<file path="src/rtl/uart_rx_fsm.sv">
// UART receive controller: start detection, bit/edge counting, deserialization,
// parity and stop checking with one registered result pulse per frame.
module uart_rx_fsm #(
  parameter int unsigned DATA_WIDTH = 8
) (
  input  logic                  clk,
  input  logic                  rst,
  input  logic                  rx_in,
  input  logic [7:0]            prescale,
  input  logic                  par_en,
  input  logic                  par_typ,
  input  logic                  sampled_data,
  input  logic                  samp_valid,
  output logic                  samp_en,
  output logic [15:0]           edge_count,
  output logic [DATA_WIDTH-1:0] p_data,
  output logic                  data_valid,
  output logic                  par_err,
  output logic                  stp_err
);

  localparam int unsigned CNT_W    = 16;
  localparam int unsigned BIT_W    = 4;
  localparam logic [BIT_W-1:0] LAST_BIT = BIT_W'(DATA_WIDTH - 1);

  typedef enum logic [2:0] {IDLE, START, DATA, PARITY, STOP} state_t;

  state_t           state, next_state;
  logic [BIT_W-1:0] bit_cnt;
  logic [7:0]       pre_r;
  logic             par_en_r, par_typ_r;
  logic             par_bad, stp_bad;
  logic             wrap_c, pre_wrap_c, start_c, fire_c, stp_now_c, par_exp_c;

  // wrap closes a bit; pre_wrap is one cycle earlier so registered results land on the wrap cycle
  assign wrap_c     = (edge_count == CNT_W'(pre_r) - CNT_W'(1));
  assign pre_wrap_c = (edge_count == CNT_W'(pre_r) - CNT_W'(2));
  assign start_c    = (state == IDLE) && !rx_in;
  assign fire_c     = (state == STOP) && pre_wrap_c;
  assign stp_now_c  = samp_valid ? ~sampled_data : stp_bad;
  assign par_exp_c  = (^p_data) ^ par_typ_r;

  always_ff @(posedge clk or negedge rst) begin
    if (!rst) state <= IDLE;
    else      state <= next_state;
  end

  always_comb begin
    next_state = state;
    case (state)
      IDLE:    if (!rx_in) next_state = START;
      START: begin
        if (samp_valid && sampled_data) next_state = IDLE;
        else if (wrap_c)                next_state = DATA;
      end
      DATA:    if (wrap_c && bit_cnt == LAST_BIT) next_state = par_en_r ? PARITY : STOP;
      PARITY:  if (wrap_c) next_state = STOP;
      STOP:    if (wrap_c) next_state = IDLE;
      default: next_state = IDLE;
    endcase
  end

  always_ff @(posedge clk or negedge rst) begin
    if (!rst) begin
      samp_en    <= 1'b0;
      edge_count <= '0;
      bit_cnt    <= '0;
      pre_r      <= '0;
      par_en_r   <= 1'b0;
      par_typ_r  <= 1'b0;
      par_bad    <= 1'b0;
      stp_bad    <= 1'b0;
      p_data     <= '0;
      data_valid <= 1'b0;
      par_err    <= 1'b0;
      stp_err    <= 1'b0;
    end else begin
      samp_en <= (next_state != IDLE);

      if (state == IDLE || next_state == IDLE || wrap_c) edge_count <= '0;
      else                                               edge_count <= edge_count + CNT_W'(1);

      if (state == IDLE)                                        bit_cnt <= '0;
      else if (state == DATA && wrap_c && bit_cnt != LAST_BIT) bit_cnt <= bit_cnt + BIT_W'(1);

      // frame configuration is frozen at start detection
      if (start_c) begin
        pre_r     <= prescale;
        par_en_r  <= par_en;
        par_typ_r <= par_typ;
        par_bad   <= 1'b0;
        stp_bad   <= 1'b0;
      end

      if (state == DATA && samp_valid)   p_data  <= {sampled_data, p_data[DATA_WIDTH-1:1]};
      if (state == PARITY && samp_valid) par_bad <= (sampled_data != par_exp_c);
      if (state == STOP && samp_valid)   stp_bad <= ~sampled_data;

      // stop sample may coincide with pre_wrap at the smallest prescale, hence the bypass
      data_valid <= fire_c && !par_bad && !stp_now_c;
      par_err    <= fire_c && par_bad;
      stp_err    <= fire_c && stp_now_c;
    end
  end

endmodule

</file>
<file path="config.mk">
export PLATFORM = sky130hd
export DESIGN_NAME = uart_rx_fsm
export DESIGN_NICKNAME = d
export VERILOG_FILES = /design/src/rtl/uart_rx_fsm.sv
export SDC_FILE = /design/constraint.sdc
export NUM_CORES = 1
export LEC_CHECK = 0
export ABC_AREA = 1
export BUFFER_PORTS_ARGS = -buffer_cell sky130_fd_sc_hd__buf_2
export CAP_MARGIN = 0
export CORE_ASPECT_RATIO = 0.5
export CORE_MARGIN = 4
export CORE_UTILIZATION = 45
export DETAILED_ROUTE_END_ITERATION = 8
export MAX_ROUTING_LAYER = met4
export PLACE_DENSITY = 0.66
export SYNTH_ARGS = -nofsm -noshare
export SYNTH_HDL_FRONTEND = slang
export SYNTH_SLANG_ARGS = --single-unit
export TNS_END_PERCENT = 5
</file>
<file path="constraint.sdc">
create_clock -name clk -period 2.88 [get_ports clk]
set_input_delay 0.576 -clock clk [delete_from_list [all_inputs] [get_ports clk]]
set_output_delay 0.576 -clock clk [all_outputs]
set_load 0.05 [all_outputs]
</file>
==> qor.csv, run 1 <==
metric,value,unit
max_slew.worst_pin.slew,0.4337,ns
fin_crit_sh,87.95,%
crit_path_frequent_cell,nand2_1,
power.leakage,0.001724,uW
hold_viol_final,0,
seqPwrFrac,30.2,%
drv_cap,0,
root_buffer,clkbuf_16,
cp.required,3.05,ns
worstPathArrival,2.71,ns
syn_area,0.002790,sq mm
drc,0,
drive_above_1_share,16.55,%
gp_congestion,0.8483,
cts_made_buffers,5,
synth_cells,382,
rr_startpoint,pre_r[0],
final_area,0.003246,sq mm
pre_cts_ws,0.4065,ns
hp-class,in -> async,
cts_sinks,47,
finalWirelength,6626,um
syn_avg_cell_area,7.304,sq um
worstPathMaxFanout,16,
drtAntennaViolNets,0,
most-common-layout-cells,"nand2_1, nor2_1, inv_1",
p_switching,1631,uW
max_slew_margin,70.83,%
crit_path_end_kind,register,
fin_ws,0.3472,ns
antenna_cells,0,
crit_chain,inv_1 > ha_1 > inv_1 > nor2_2 > nand3_1 > nand2_1 > nand2_1 > nor2_4 > nand2_1 > nand2_1 > nand2_1 > nor2_1 > nand3_2 > nand2_4 > nor2_1,
postCtsSetupBuffers,0,
cts_htree_levels,2,
cts_tree,done,
worstSetupEndpoint,edge_count[9],
skew,0.003551,ns
power_density,1029,mW/mm^2
p_int,1708,uW
cp_slowest_cell,dfrtp_1,
initial_core_util,48.70,%
fp-row-count,19,
netSwitchingFraction,48.85,%
clk_path_buf_depth,2,
rsz0062_at_grt,false,
final_common_cell,nand2_1,
clk_latency,0.29,ns
grt_start_max_net_pins,34,
die_area,0.007601,sq mm
clk_pin_slew_worst_paths,0.07,ns
reg2reg_depth,15,
antenna_found_initial,0,
ys_warn_count,0,
viasPerCell,4.899,
period_minus_slack,2.533,ns
critPathLaunch,pre_r[0],
grt-ovfl-total,0,
peakVddDrop,0.8064,mV
r2r_end,edge_count[9],
nets,447,
first_pass_iters,4,
setup_viol,0,
utilization,56.65,%
dominantRegCellSynth,dfrtp_1,
holdBufCountCts,0,
vias,2513,
boundaryPins,43,
clock_power_share,18.1,%
cts.repair.resized,0,
slowest_delay,0.42,ns
slew_violations,0,
synth.ff_latch_count,47,
async_reset_ff_share,100.0,%
syn_to_final_growth,16.32,%
synth-edff-count,0,
ys_types,32,
synth_nets,401,
start_kind,register,
die_w,119.4,um
power_frac_comb,51.7,%
grt_pass1_wl,11750,um
path_class,reg -> reg,
routed_wire_length_per_instance,12.92,um
track_usage,19.55,%
core-area,0.005729,sq mm
seq_area_frac_synth,42.15,%
placed_area,0.003093,sq mm
status,"complete, no violations",
dp_hpwl,5170,um
drtIter0Drc,163,
r2r_slack,0.35,ns
setup-tns-final,0,ns
portBuffers,42,
die_y,63.68,um
fmax,394.8,MHz
grt_pass1_vias,2452,
## registers in the layout, summed over array words and instances (netlist names)
register,flops
stp_err,1
par_typ_r,1
par_err,1
stp_bad,1
edge_count,16
pre_r,8
state,3
data_valid,1
p_data,8
par_en_r,1
samp_en,1
par_bad,1
bit_cnt,4
## area by class of cell
type | count | area [sq um]
clock buffers | 5 | 125.1
clock inverters | 3 | 27.53
fillers | 547 | 2484
inverters | 53 | 198.9
multi-input cells | 277 | 1388
flip-flops and latches | 47 | 1176
well taps | 84 | 105.1
repair buffers | 44 | 225.2
## kinds of logic (layout without fill, tap and decap cells)
| group | after synthesis | count (layout) | synth area share, % |
|---|---|---|---|
| AOI/OAI and AO/OA | 34 | 34 | 6.862 |
| xor gates and xnor gates | 27 | 27 | 8.475 |
| adders and majority gates | 4 | 4 | 1.794 |
| buffers and inverters | 58 | 105 | 8.116 |
| DFF | 47 | 47 | 42.15 |
| muxes | 2 | 2 | 0.8071 |
| and+or+nand+nor | 210 | 210 | 31.79 |
## per-layer routing
metal | vias up | track usage, % | share of wire [%] | wire, um
met1 | 1164 | 28.64 | 52 | 3448
li1 | 1281 | - | - | -
met2 | 64 | 27.62 | 40 | 2661
met5 | - | - | 0 | 0
met3 | 4 | 4.468 | 7.2 | 474
met4 | 0 | 3.994 | 0.62 | 41
## worst min-delay path by stage
| stage | cells after the start | endpoint | slack, ns |
|---|---|---|---|
| after global placement | 2 | par_typ_r | 0.48 |
| after floorplan | 0 | bit_cnt[0] | 0.28 |
| after detailed placement | 1 | edge_count[10] | 0.49 |
| final | 1 | edge_count[12] | 0.18 |
| after CTS | 1 | edge_count[12] | 0.18 |
| after global routing | 1 | edge_count[12] | 0.20 |
## power by group through the flow
stage	logic, uW	clock network (uW)	registers (uW)
finish	1730	603	1010
detailed placement	1710	0	1020
global placement	1680	0	1010
CTS	1720	621	1010
global route	1940	654	1040
floorplan	1120	0	1230
## synthesized netlist by cell type (all sizes together) (2+ instances only)
| cell | count | area (sq um) |
|---|---|---|
| nand2 | 107 | 416.7 |
| nor2 | 68 | 280.3 |
| inv | 52 | 195.2 |
| dfrtp | 47 | 1176 |
| nand3 | 29 | 155.2 |
| o21ai | 20 | 100.1 |
| xor2 | 14 | 122.6 |
| xnor2 | 13 | 113.9 |
| a21oi | 5 | 25.02 |
| ha | 4 | 50.05 |
| clkbuf | 3 | 11.26 |
| nand4 | 3 | 18.77 |
| buf | 2 | 16.26 |
| mux2 | 2 | 22.52 |
| nor3 | 2 | 10.01 |
| o22ai | 2 | 12.51 |
## worst max-delay path, delay by kind of cell, from the launching register on
| kind | cells | cell delay, ns |
|---|---|---|
| and+or+nand+nor | 12 | 1.46 |
| buffers and inverters | 2 | 0.26 |
| DFF | 1 | 0.42 |
| adders and majority gates | 1 | 0.29 |
## through the flow
| step | power (uW) | hold slack [ns] | instances |
|---|---|---|---|
| finish | 3340 | 0.1782 | 513 |
| global route | 3636 | 0.1964 | 513 |
| detailed placement | 2731 | 0.4857 | 505 |
| CTS | 3354 | 0.1808 | 513 |
| floorplan | 2358 | 0.2804 | 382 |
| global placement | 2694 | 0.4802 | 505 |
Power figures use the tool's default switching activity.
==> run 2: changes to the inputs <==
--- a/config.mk
+++ b/config.mk
@@ -10,10 +10,10 @@
 export CAP_MARGIN = 0
 export CORE_ASPECT_RATIO = 0.5
 export CORE_MARGIN = 4
-export CORE_UTILIZATION = 45
+export CORE_UTILIZATION = 57
 export DETAILED_ROUTE_END_ITERATION = 8
 export MAX_ROUTING_LAYER = met4
-export PLACE_DENSITY = 0.66
+export PLACE_DENSITY = 0.8
 export SYNTH_ARGS = -nofsm -noshare
 export SYNTH_HDL_FRONTEND = slang
 export SYNTH_SLANG_ARGS = --single-unit
==> qor.csv, run 2 (same netlist as run 1, synthesis figures left out) <==
metric,value,unit
skew,0.009041,ns
gp_congestion,0.9917,
path_class,reg -> reg,
root_buffer,clkbuf_8,
fp-row-count,17,
grt-ovfl-total,0,
vias,2501,
most-common-layout-cells,"nand2_1, nor2_1, inv_1",
largest_register_ff_count,16,
fin_crit_sh,88.48,%
clk_pin_slew_worst_paths,0.10,ns
top_regs,"edge_count: 16 flops, p_data: 8 flops, pre_r: 8 flops",
max_slew.worst_pin.slew,1.060,ns
slew_violations,0,
clk_latency,0.31,ns
die_y,57.47,um
routed_wire_length_per_instance,13.19,um
grt_pass1_vias,2307,
fmax,392.5,MHz
antenna_found_initial,0,
rsz0062_at_grt,false,
grt_pass1_wl,11230,um
setup_viol,0,
hold_viol_final,0,
die_area,0.006146,sq mm
hp-class,in -> async,
crit_path_end_kind,register,
finalWirelength,6517,um
period_minus_slack,2.548,ns
viasPerCell,5.063,
boundaryPins,43,
first_pass_iters,5,
r2r_end,edge_count[11],
cts_htree_levels,2,
power.leakage,0.001694,uW
cp.required,3.09,ns
max_slew_margin,29.36,%
reg2reg_depth,15,
drv_cap,0,
nets,446,
status,"complete, no violations",
cts_sinks,47,
worstPathArrival,2.76,ns
p_total,3167,uW
antenna_cells,0,
postCtsSetupBuffers,0,
core-area,0.004552,sq mm
peakVddDrop,0.9476,mV
drtIter0Drc,263,
holdBufCountCts,0,
setup-tns-final,0,ns
syn_to_final_growth,13.23,%
drc,0,
portBuffers,42,
rr_startpoint,pre_r[0],
drive_above_1_share,16.36,%
die_w,106.9,um
finalNonFillerCells,494,
drtAntennaViolNets,0,
initial_core_util,61.30,%
final_common_cell,nand2_1,
power_density,1002,mW/mm^2
cts_tree,done,
track_usage,24.18,%
top_register,edge_count,
clk_path_buf_depth,2,
cts.repair.resized,0,
grt_start_max_net_pins,48,
start_kind,register,
placed_cells,486,
num-fill-cells,417,
worstPathMaxFanout,16,
cts_made_buffers,5,
r2r_slack,0.33,ns
dp_hpwl,5002,um
## run 2: cell types whose count changed in the layout (fill, tap and decap cells not counted)
cell | previous run | this run
buf_4 | 2 | 1
clkbuf_16 | 5 | 0
clkbuf_8 | 0 | 5
## run 2: how the worst max path moves through the flow
stage,slack (ns),from,end
floorplan,0.73,edge_count[2],edge_count[12]
global placement,0.47,pre_r[0],edge_count[0]
detailed placement,0.44,pre_r[0],edge_count[11]
CTS,0.39,pre_r[0],edge_count[11]
global route,0.07,pre_r[1],edge_count[11]
finish,0.33,pre_r[0],edge_count[11]
## run 2: cell type report
type / instances / area (sq um) / area share, %
clock inverters: 3 / 27.53 / 0.8713
flip-flops and latches: 47 / 1176 / 37.23
repair buffers: 43 / 217.7 / 6.891
well taps: 66 / 82.58 / 2.614
clock buffers: 5 / 68.82 / 2.178
inverters: 53 / 198.9 / 6.297
multi-input cells: 277 / 1388 / 43.92
## run 2: metrics by stage
stage | util [%] | area (sq um) | setup slack (ns) | hold WS (ns)
after floorplan | - | 2790 | 0.7267 | 0.2804
after global placement | 67.29 | 3063 | 0.4739 | 0.4776
after detailed placement | 67.29 | 3063 | 0.4383 | 0.4980
after CTS | 69.41 | 3159 | 0.3947 | 0.4587
after global routing | 69.41 | 3159 | 0.06559 | 0.4612
final | 69.41 | 3159 | 0.3319 | 0.4380
## run 2: power by group
| part | switching (uW) | total, uW | internal [uW] |
|---|---|---|---|
| registers | 186 | 1010 | 822 |
| clock network | 259 | 440 | 180 |
| logic | 1170 | 1720 | 554 |
## run 2: critical path: stages (launching register included)
cell and delay [ns]:
dfrtp_1 0.43, inv_1 0.14, ha_1 0.29, inv_1 0.11, nor2_2 0.22, nand3_1 0.10, nand2_1 0.08, nand2_1 0.09
nor2_4 0.16, nand2_1 0.10, nand2_1 0.08, nand2_1 0.05, nor2_1 0.18, nand3_2 0.13, nand2_4 0.19, nor2_1 0.07
## run 2: layer usage
metal | vias up | GRT usage (%) | wire (um)
met5 | - | - | 0
met4 | 0 | 4.918 | 40
met3 | 7 | 7.910 | 580
met2 | 87 | 32.47 | 2667
met1 | 1131 | 35.43 | 3228
li1 | 1276 | - | -
==> run 3: changes to the inputs <==
--- a/config.mk
+++ b/config.mk
@@ -7,9 +7,9 @@
 export LEC_CHECK = 0
 export ABC_AREA = 1
 export BUFFER_PORTS_ARGS = -buffer_cell sky130_fd_sc_hd__buf_2
-export CAP_MARGIN = 0
+export CAP_MARGIN = 20
 export CORE_ASPECT_RATIO = 0.5
-export CORE_MARGIN = 4
+export CORE_MARGIN = 2
 export CORE_UTILIZATION = 57
 export DETAILED_ROUTE_END_ITERATION = 8
 export MAX_ROUTING_LAYER = met4
==> qor.csv, run 3 (same netlist as run 1, synthesis figures left out) <==
metric,value,unit
hp-class,in -> async,
clock_power_share,13.9,%
multi_input_area,0.001388,sq mm
start_kind,register,
root_buffer,clkbuf_8,
path_class,reg -> reg,
drtIter0Drc,222,
top_register,edge_count,
finalNonFillerCells,495,
num-fill-cells,392,
track_usage,26.48,%
crit_path_end_kind,register,
fp-row-count,17,
die_area,0.005504,sq mm
pre_cts_ws,0.4831,ns
grt_pass1_vias,2284,
first_pass_iters,5,
grt_start_max_net_pins,48,
cts_made_buffers,5,
netSwitchingFraction,50.87,%
cts.repair.resized,0,
drc,0,
cp_slowest_cell,dfrtp_1,
worstPathMaxFanout,16,
crit_family,simple AND/OR/NAND/NOR gates,
slowest_delay,0.42,ns
p_switching,1612,uW
dp_hpwl,4883,um
antenna_found_initial,0,
nets,447,
fin_ws,0.4390,ns
postCtsSetupBuffers,0,
skew,0.007618,ns
max_slew.worst_pin.slew,0.4332,ns
portBuffers,42,
status,"complete, no violations",
die_w,102.9,um
power_frac_comb,54.3,%
p_int,1557,uW
period_minus_slack,2.441,ns
seqCellArea,0.001176,sq mm
setup_viol,0,
slew_violations,0,
holdBufCountCts,0,
final_area,0.003179,sq mm
hold_viol_final,0,
fin_crit_sh,84.76,%
most-common-layout-cells,"nand2_1, nor2_1, inv_1",
setup-tns-final,0,ns
boundaryPins,43,
worstPathArrival,2.65,ns
vias,2565,
seqPwrFrac,31.8,%
cts_sinks,47,
max_slew_margin,70.91,%
fmax,409.7,MHz
placed_cells,486,
viasPerCell,5.182,
cts_htree_levels,2,
cp.required,3.09,ns
crit_path_frequent_cell,nand2_1,
grt-ovfl-total,0,
crit_chain,inv_1 > ha_1 > inv_1 > nor2_2 > nand3_1 > nand2_1 > nand2_1 > nor2_4 > nand2_1 > nand2_1 > nand2_1 > nor2_1 > nand3_2 > nand2_4 > nor2_1,
power.leakage,0.001703,uW
clk_pin_slew_worst_paths,0.10,ns
cts_tree,done,
final_common_cell,nand2_1,
gp_congestion,0.9996,
grt_pass1_wl,10570,um
initial_core_util,61.30,%
drtAntennaViolNets,0,
routed_wire_length_per_instance,12.94,um
placed_area,0.003063,sq mm
path_buf_inv,2,
finalWirelength,6405,um
drive_above_1_share,16.55,%
clk_latency,0.32,ns
antenna_cells,0,
power_density,996.9,mW/mm^2
die_y,53.47,um
rsz0062_at_grt,false,
core-area,0.004552,sq mm
top_regs,"edge_count: 16 flops, p_data: 8 flops, pre_r: 8 flops",
drv_cap,0,
largest_register_ff_count,16,
peakVddDrop,0.9771,mV
clk_path_buf_depth,2,
syn_to_final_growth,13.95,%
## run 3: changes by cell type in the layout (fill, tap and decap cells not counted)
cell	previous run	this run
buf_12	0	1
## run 3: power by group through the flow
stage               combinational (uW)  sequential [uW]  clock [uW]
finish                            1720             1010         442
global route                      1920             1030         477
CTS                               1710             1000         452
detailed placement                1700             1010           0
global placement                  1670             1010           0
floorplan                         1120             1230           0
## run 3: final cells by class
type | count | share of cell area [%]
multi-input combinational | 277 | 43.64
inverter | 53 | 6.257
timing repair buffer | 44 | 7.477
sequential | 47 | 36.99
clock inverter | 3 | 0.8658
clock buffer | 5 | 2.165
tap | 66 | 2.597
## run 3: worst paths after layout
check	startpoint	to	slack (ns)	cells after the start
min in group clk	par_typ	par_typ_r	0.47	3
max in group asynchronous	rst	par_en_r	2.29	2
worst min-delay path	rst	edge_count[9]	0.11	1
worst max-delay path	pre_r[0]	edge_count[7]	0.44	15
worst min register to register	par_bad	data_valid	0.51	3
worst max register to register	pre_r[0]	edge_count[7]	0.44	15
## run 3: worst reg2reg max path, stage by stage (launching register included)
cell and delay [ns]:
dfrtp_1 0.42, inv_1 0.13, ha_1 0.27, inv_1 0.11, nor2_2 0.24, nand3_1 0.10, nand2_1 0.08, nand2_1 0.08
nor2_4 0.16, nand2_1 0.09, nand2_1 0.06, nand2_1 0.04, nor2_1 0.17, nand3_2 0.13, nand2_4 0.19, nor2_1 0.07
## run 3: per-stage QoR
step / total power (uW) / hold slack (ns) / utilization, %
CTS: 3161 / 0.4589 / 69.41
global route: 3423 / 0.1226 / 69.85
floorplan: 2358 / 0.2804 / -
detailed placement: 2715 / 0.4938 / 67.29
finish: 3169 / 0.1099 / 69.85
global placement: 2674 / 0.4771 / 67.29
## run 3: per-layer routing
metal	share of wire, %	vias up	track usage [%]
li1	-	1279	-
met1	50	1156	38.38
met2	40	119	37.66
met3	9.3	11	5.945
met4	1.0	0	6.360
met5	0	-	-
